--- src/rtl/regfile_write_bank.sv ---
`default_nettype none
// ============================================================================
// Module      : regfile_write_bank
// Description : Write side of the 32 x 32-bit register file. It decodes each
//               accepted write, sweeps r1..r31 to zero on request, and keeps
//               r0 hardwired to zero.
// Revision    : 1.0
// ============================================================================
module regfile_write_bank #(
  parameter int WIDTH  = 32,
  parameter int NREGS  = 32,
  parameter int ADDR_W = 5
) (
  input  logic                     clock,
  input  logic                     reset,
  input  logic                     wr_valid,
  input  logic [ADDR_W-1:0]        wr_addr,
  input  logic [WIDTH-1:0]         wr_data,
  output logic                     wr_ready,
  input  logic                     clr_start,
  output logic                     clr_busy,
  output logic [NREGS-1:0]         wr_onehot,
  output logic [NREGS*WIDTH-1:0]   regs_flat
);

  typedef enum logic {
    S_IDLE  = 1'b0,
    S_CLEAR = 1'b1
  } state_t;

  state_t              state_q, state_d;
  logic [ADDR_W-1:0]   cnt_q, cnt_d;
  logic [NREGS-1:0]    wr_onehot_q;
  logic                w_accept;
  logic [NREGS-1:0]    w_dec;

  // Holding reset low must also block the handshake, not only the state.
  assign wr_ready  = reset && (state_q == S_IDLE);
  assign clr_busy  = (state_q == S_CLEAR);
  assign w_accept  = wr_valid && wr_ready;
  assign w_dec     = NREGS'(1) << wr_addr;
  assign wr_onehot = wr_onehot_q;

  always_comb begin
    state_d = state_q;
    cnt_d   = cnt_q;
    case (state_q)
      S_IDLE: begin
        if (clr_start) begin
          state_d = S_CLEAR;
          cnt_d   = ADDR_W'(1);
        end
      end
      S_CLEAR: begin
        cnt_d = cnt_q + ADDR_W'(1);
        if (cnt_q == ADDR_W'(NREGS - 1)) begin
          state_d = S_IDLE;
          cnt_d   = '0;
        end
      end
      default: begin
        state_d = S_IDLE;
        cnt_d   = '0;
      end
    endcase
  end

  always_ff @(posedge clock) begin
    if (!reset) begin
      state_q     <= S_IDLE;
      cnt_q       <= '0;
      wr_onehot_q <= '0;
    end else begin
      state_q <= state_d;
      cnt_q   <= cnt_d;
      if (w_accept) begin
        wr_onehot_q <= w_dec;
      end
    end
  end

  // Writes are only accepted in IDLE, so a write and a sweep never hit the same edge.
  generate
    for (genvar i = 0; i < NREGS; i++) begin : g_reg
      if (i == 0) begin : g_zero
        assign regs_flat[i*WIDTH +: WIDTH] = '0;
      end else begin : g_store
        logic [WIDTH-1:0] r_q;
        always_ff @(posedge clock) begin
          if (!reset) begin
            r_q <= '0;
          end else if ((state_q == S_CLEAR) && (cnt_q == ADDR_W'(i))) begin
            r_q <= '0;
          end else if (w_accept && w_dec[i]) begin
            r_q <= wr_data;
          end
        end
        assign regs_flat[i*WIDTH +: WIDTH] = r_q;
      end
    end
  endgenerate

endmodule
`default_nettype wire

--- config.mk ---
export PLATFORM = sky130hd
export DESIGN_NAME = regfile_write_bank
export DESIGN_NICKNAME = d
export VERILOG_FILES = /design/src/rtl/regfile_write_bank.sv
export SDC_FILE = /design/constraint.sdc
export NUM_CORES = 2
export LEC_CHECK = 0
export BUFFER_PORTS_ARGS = -buffer_cell sky130_fd_sc_hd__clkbuf_2
export CAP_MARGIN = 15
export CORE_AREA = 3 3 424 426
export CTS_CLUSTER_DIAMETER = 40
export DETAILED_ROUTE_END_ITERATION = 7
export DIE_AREA = 0 0 427 429
export PLACE_DENSITY_LB_ADDON = 0.3
export SETUP_SLACK_MARGIN = 0.2
export SYNTH_ARGS = -nofsm -noshare
export SYNTH_HDL_FRONTEND = slang
export SYNTH_SLANG_ARGS = --single-unit
export TNS_END_PERCENT = 100
--- constraint.sdc ---
create_clock -name clock -period 2.9 [get_ports clock]
set_input_delay 0.145 -clock clock [delete_from_list [all_inputs] [get_ports clock]]
set_output_delay 0.145 -clock clock [all_outputs]
set_load 0.02 [all_outputs]
Word level (Yosys, flattened, before mapping)
Cells that the tools add are included.
- add/sub/neg operators: 1
- equal/unequal tests: 32
- shifts and indexed selects: 1
- multiplexer cells: 6
- bitwise gates (word level): 2
- reductions and logical operators: 95
- operators by type and width (cell ; number):
    $eq A5 B5 Y1 const B ; 16
    $logic_and A1 B1 Y1 ; 64
    $reduce_or A2 Y1 ; 31
    $eq A5 B4 Y1 const B ; 8
    $shl A1 B5 Y32 const A ; 1
    $eq A5 B3 Y1 const B ; 4
    $eq A5 B2 Y1 const B ; 2
    $mux W5 ; 2
    $pmux W5 S2 ; 1
    $add A5 B1 Y5 const B ; 1
    $eq A5 B1 Y1 const B ; 1
    $mux W1 ; 2
    $ne A2 B2 Y1 const B ; 1
    $not A1 Y1 ; 2
    $pmux W1 S2 ; 1
- register bits: 1030
- input bits: 41
- word-level logic and storage cells: 171

Longest topological paths before layout
- depth in word-level cells: 4
- gate-level depth with buffers: 8
- gate-level depth less buffers: 6

Least setup slack after synthesis
No wires, ideal clock.
- path kind: reg2reg
- from: register cnt_q[0]
- to: register cnt_q[3]
- setup time: 74 ps
- data arrival time: 1731 ps
- required time: 2826 ps
- setup slack: 1095 ps
- stages on the path, launching flop included: 6
- clock period less this slack: 1805 ps
- cells stage by stage: dfxtp_1 ha_1 and3_1 ha_1 or4b_2 a31oi_1
- word-level cells in the longest chain between the ends: 3
- RTL lines (what ; RTL line ; RTL):
    from (decl) ; 32 ; logic [ADDR_W-1:0] cnt_q, cnt_d;
    from (signal assigned) ; 75 ; cnt_q <= cnt_d;
    $add A5 B1 Y5 or $eq A5 B5 Y1 (tied branches) ; 55, 56 ;
    $mux W5 * ; 56 ; if (cnt_q == ADDR_W'(NREGS - 1)) begin
    $pmux W5 S2 * ; 47 ; case (state_q)
Mark *: on every way between the ends. The rest lies on a longest branch, timed or not.
A chain may end at the register's enable or synchronous reset.

Worst setup path in the final report
- from: input reset
- to: output wr_ready
- word-level cells in the longest chain between the ends: 1
- RTL lines (what ; RTL line ; RTL):
    from (decl) ; 15 ; input logic reset,
    $logic_and A1 B1 Y1 ; 38 ; assign wr_ready = reset && (state_q == S_IDLE);
    to (decl) ; 19 ; output logic wr_ready,
Every way passes these cells.

==> out/qor.yml <==
run_status:
  status: "complete, no violations"
cells_and_area:
  post_route_cells_drive_above_1_share: 0.279
  area_delta_synth_final_pct: 36.8
  layout_common_cells: "clkbuf_2 (1034), dfxtp_1 (1030), a21oi_1 (996)"
  fin_cells: 8188
  nets: 5739
  design_area_mm2: 0.0548
  multi_input_area_mm2: 0.0168
  n_fill_cell: 18680
  layout_commonest_cell: "clkbuf_2"
  regArea_mm2: 0.0206
setup_path:
  crit_slowest_cell: "buf_4"
  cp_cell_sequence: "dlygate4sd3_1, buf_4, buf_4, inv_2, nor2_1, clkbuf_2"
  critPathMaxFanout: 33
  critPathMaxStageDelay_ns: 0.59
  critPathArrivalTime_ns: 2.37
  cp-end-kind: "output port"
  cpMostUsedCell: "buf_4"
  cp-start-kind: "primary input"
  worstPathRequired_ns: 2.76
  critical_path_class: "primary input to output port"
route:
  viasPerCell: 5.36
  drtIter0Drc: 4642
  ant_nets: 0
  drt_wl_total_um: 231000
  dr.pass1.iters: 5
  wl_per_cell_um: 28.2
  drc: 0
  vias: 43849
sta:
  setup_viol: 0
  worst_pin_slew_ns: 1.17
  fin_crit_sh: 0.866
  clock_skew_ns: 0.0540
  timing.fmax_mhz: 398
  grt_setup_unrepaired: "no"
  layout_min_cycle_time_ns: 2.51
  max_slew_margin: 0.223
  finalHoldViolations: 0
  hold_ws_ns: 0.0909
  tns_ns: 0
  slew_viol_final: 0
floorplan:
  rows: 154
  die_h_um: 429
  dieArea_mm2: 0.183
  die_w_um: 427
  ios: 1099
  initial_core_util: 0.227
  core_area_mm2: 0.176
cts:
  cts_root_buf: "clkbuf_16"
  clock_latency_ns: 0.84
  cts_sinks: 1030
  clk_pin_slew_ns: 0.05
  cts-htree-levels: 4
  clock_path_buffers: 3
  numCtsBuffers: 178
  cts_tree: "built"
  post_cts_buffers: 0
placement:
  port_buffers: 1066
  postPlaceCellArea_mm2: 0.0480
  dp_hpwl_um: 146000
  globalplace.congestion: 0.821
  placed_cells: 7817
logic_synthesis:
  synth_area_mm2: 0.0400
  syn_inst: 4877
  yosysUniqueCellTypes: 41
  syn_area_per_cell_um2: 8.21
  synth_warnings: 0
  yosysSeqAreaShare: 0.515
  ys_ff_latch: 1030
global_routing:
  grt_usage: 0.238
  first_global_vias: 40178
  antenna_found_initial: 17
  grt_pass1_wl_um: 316000
  grt-ovfl-total: 0
  grt_start_max_net_pins: 137
worst_hold_path:
  hold_class: "primary input to register"
power_and_ir_drop:
  total_power_mw: 39.1
  leakage_nw: 20.1
  ir_drop_mv: 0.568
  power_density_mw_per_mm2: 715
flow_run:
  drv_cap: 0
[power by group]
group	total [mW]	switching, mW	leakage, nW	internal (mW)
logic	2.36	1.95	8.73	0.415
registers	14.2	0.0282	8.30	14.2
clock network	22.5	8.17	3.08	14.4
[critical path, delay by kind of cell]
family / cells / cell delay [ns]
buffers and inverters: 5 / 1.97
and+or+nand+nor: 1 / 0.23
[synthesized netlist by cell type, drive strengths merged]
master | instances | area share
nand3b | 7 | 0.0013
nand3 | 934 | 0.12
a21oi | 996 | 0.12
nor4b | 4 | 0.0015
a31oi | 1 | 0.00016
or4 | 1 | 0.00028
or3 | 2 | 0.00031
nand2 | 7 | 0.00066
nor3b | 1 | 0.00019
ha | 7 | 0.0022
and4bb | 5 | 0.0016
nand2b | 3 | 0.00047
clkbuf | 424 | 0.040
nor4bb | 1 | 0.00025
o21ai | 1022 | 0.13
dfxtp | 1030 | 0.51
a2bb2oi | 2 | 0.00044
o21bai | 1 | 0.00019
buf | 265 | 0.040
and4b | 5 | 0.0012
and3 | 1 | 0.00016
and2 | 1 | 0.00016
inv | 4 | 0.00037
nand4 | 65 | 0.010
and4 | 1 | 0.00022
nand4b | 5 | 0.0011
nor2 | 36 | 0.0034
or4b | 5 | 0.0012
a22oi | 30 | 0.0056
nand4bb | 7 | 0.0020
nor4 | 1 | 0.00053
conb | 1 | 0.000094
or2 | 1 | 0.00016
nor2b | 1 | 0.00016
[timing repair]
action | CTS | global route
hold endpoints to repair | 551 | 0
gates resized for setup | 0 | 0
hold buffers | 34 | 0
[path summary, 6_finish.rpt]
| path | slack, ns | cells after the start | end | start |
|---|---|---|---|---|
| hold reg to reg | 0.47 | 2 | g_reg[8].g_store.r_q[28] | g_reg[8].g_store.r_q[28] |
| setup / recovery | 0.39 | 6 | wr_ready | reset |
| setup reg to reg | 0.64 | 5 | g_reg[28].g_store.r_q[4] | clr_busy |
| hold / removal | 0.09 | 5 | g_reg[1].g_store.r_q[18] | wr_valid |
[final cells by class]
cell class / count / area share
antenna: 13 / 0.000594
clock buffer: 213 / 0.0874
clock inverter: 111 / 0.0303
inverter: 4 / 0.000274
multi-input combinational: 3185 / 0.306
sequential: 1030 / 0.376
tap: 2340 / 0.0534
timing repair buffer: 1292 / 0.145
[metrics by stage]
| step | util | worst slack [ns] |
|---|---|---|
| after floorplan | - | 1.10 |
| after global placement | 0.272 | 0.541 |
| after detailed placement | 0.272 | 0.528 |
| after CTS | 0.311 | 0.345 |
| after global routing | 0.311 | 0.258 |
| final | 0.311 | 0.389 |
[cells by family after synthesis]
family	share of synthesized area
AOI/OAI and AO/OA	0.259
and+or+nand+nor	0.144
DFF	0.515
buffers and inverters	0.0805
adders and majority gates	0.00219
other	0.0000936
[sequential cells by signal, summed over array words and instances, names as in the netlist]
register	flops
clr_busy	1
g.g_store.r_q	992
wr_onehot	32
cnt_q	5
[metal layers]
metal  vias to the layer above  share of wire  GRT usage
met3                       632          0.088     0.0639
met4                         2          0.066      0.145
li1                      19068              -          -
met2                      2390           0.46      0.376
met1                     21757           0.38      0.286
met5                         -       0.000056          0
(Power assumes the default switching activity.)
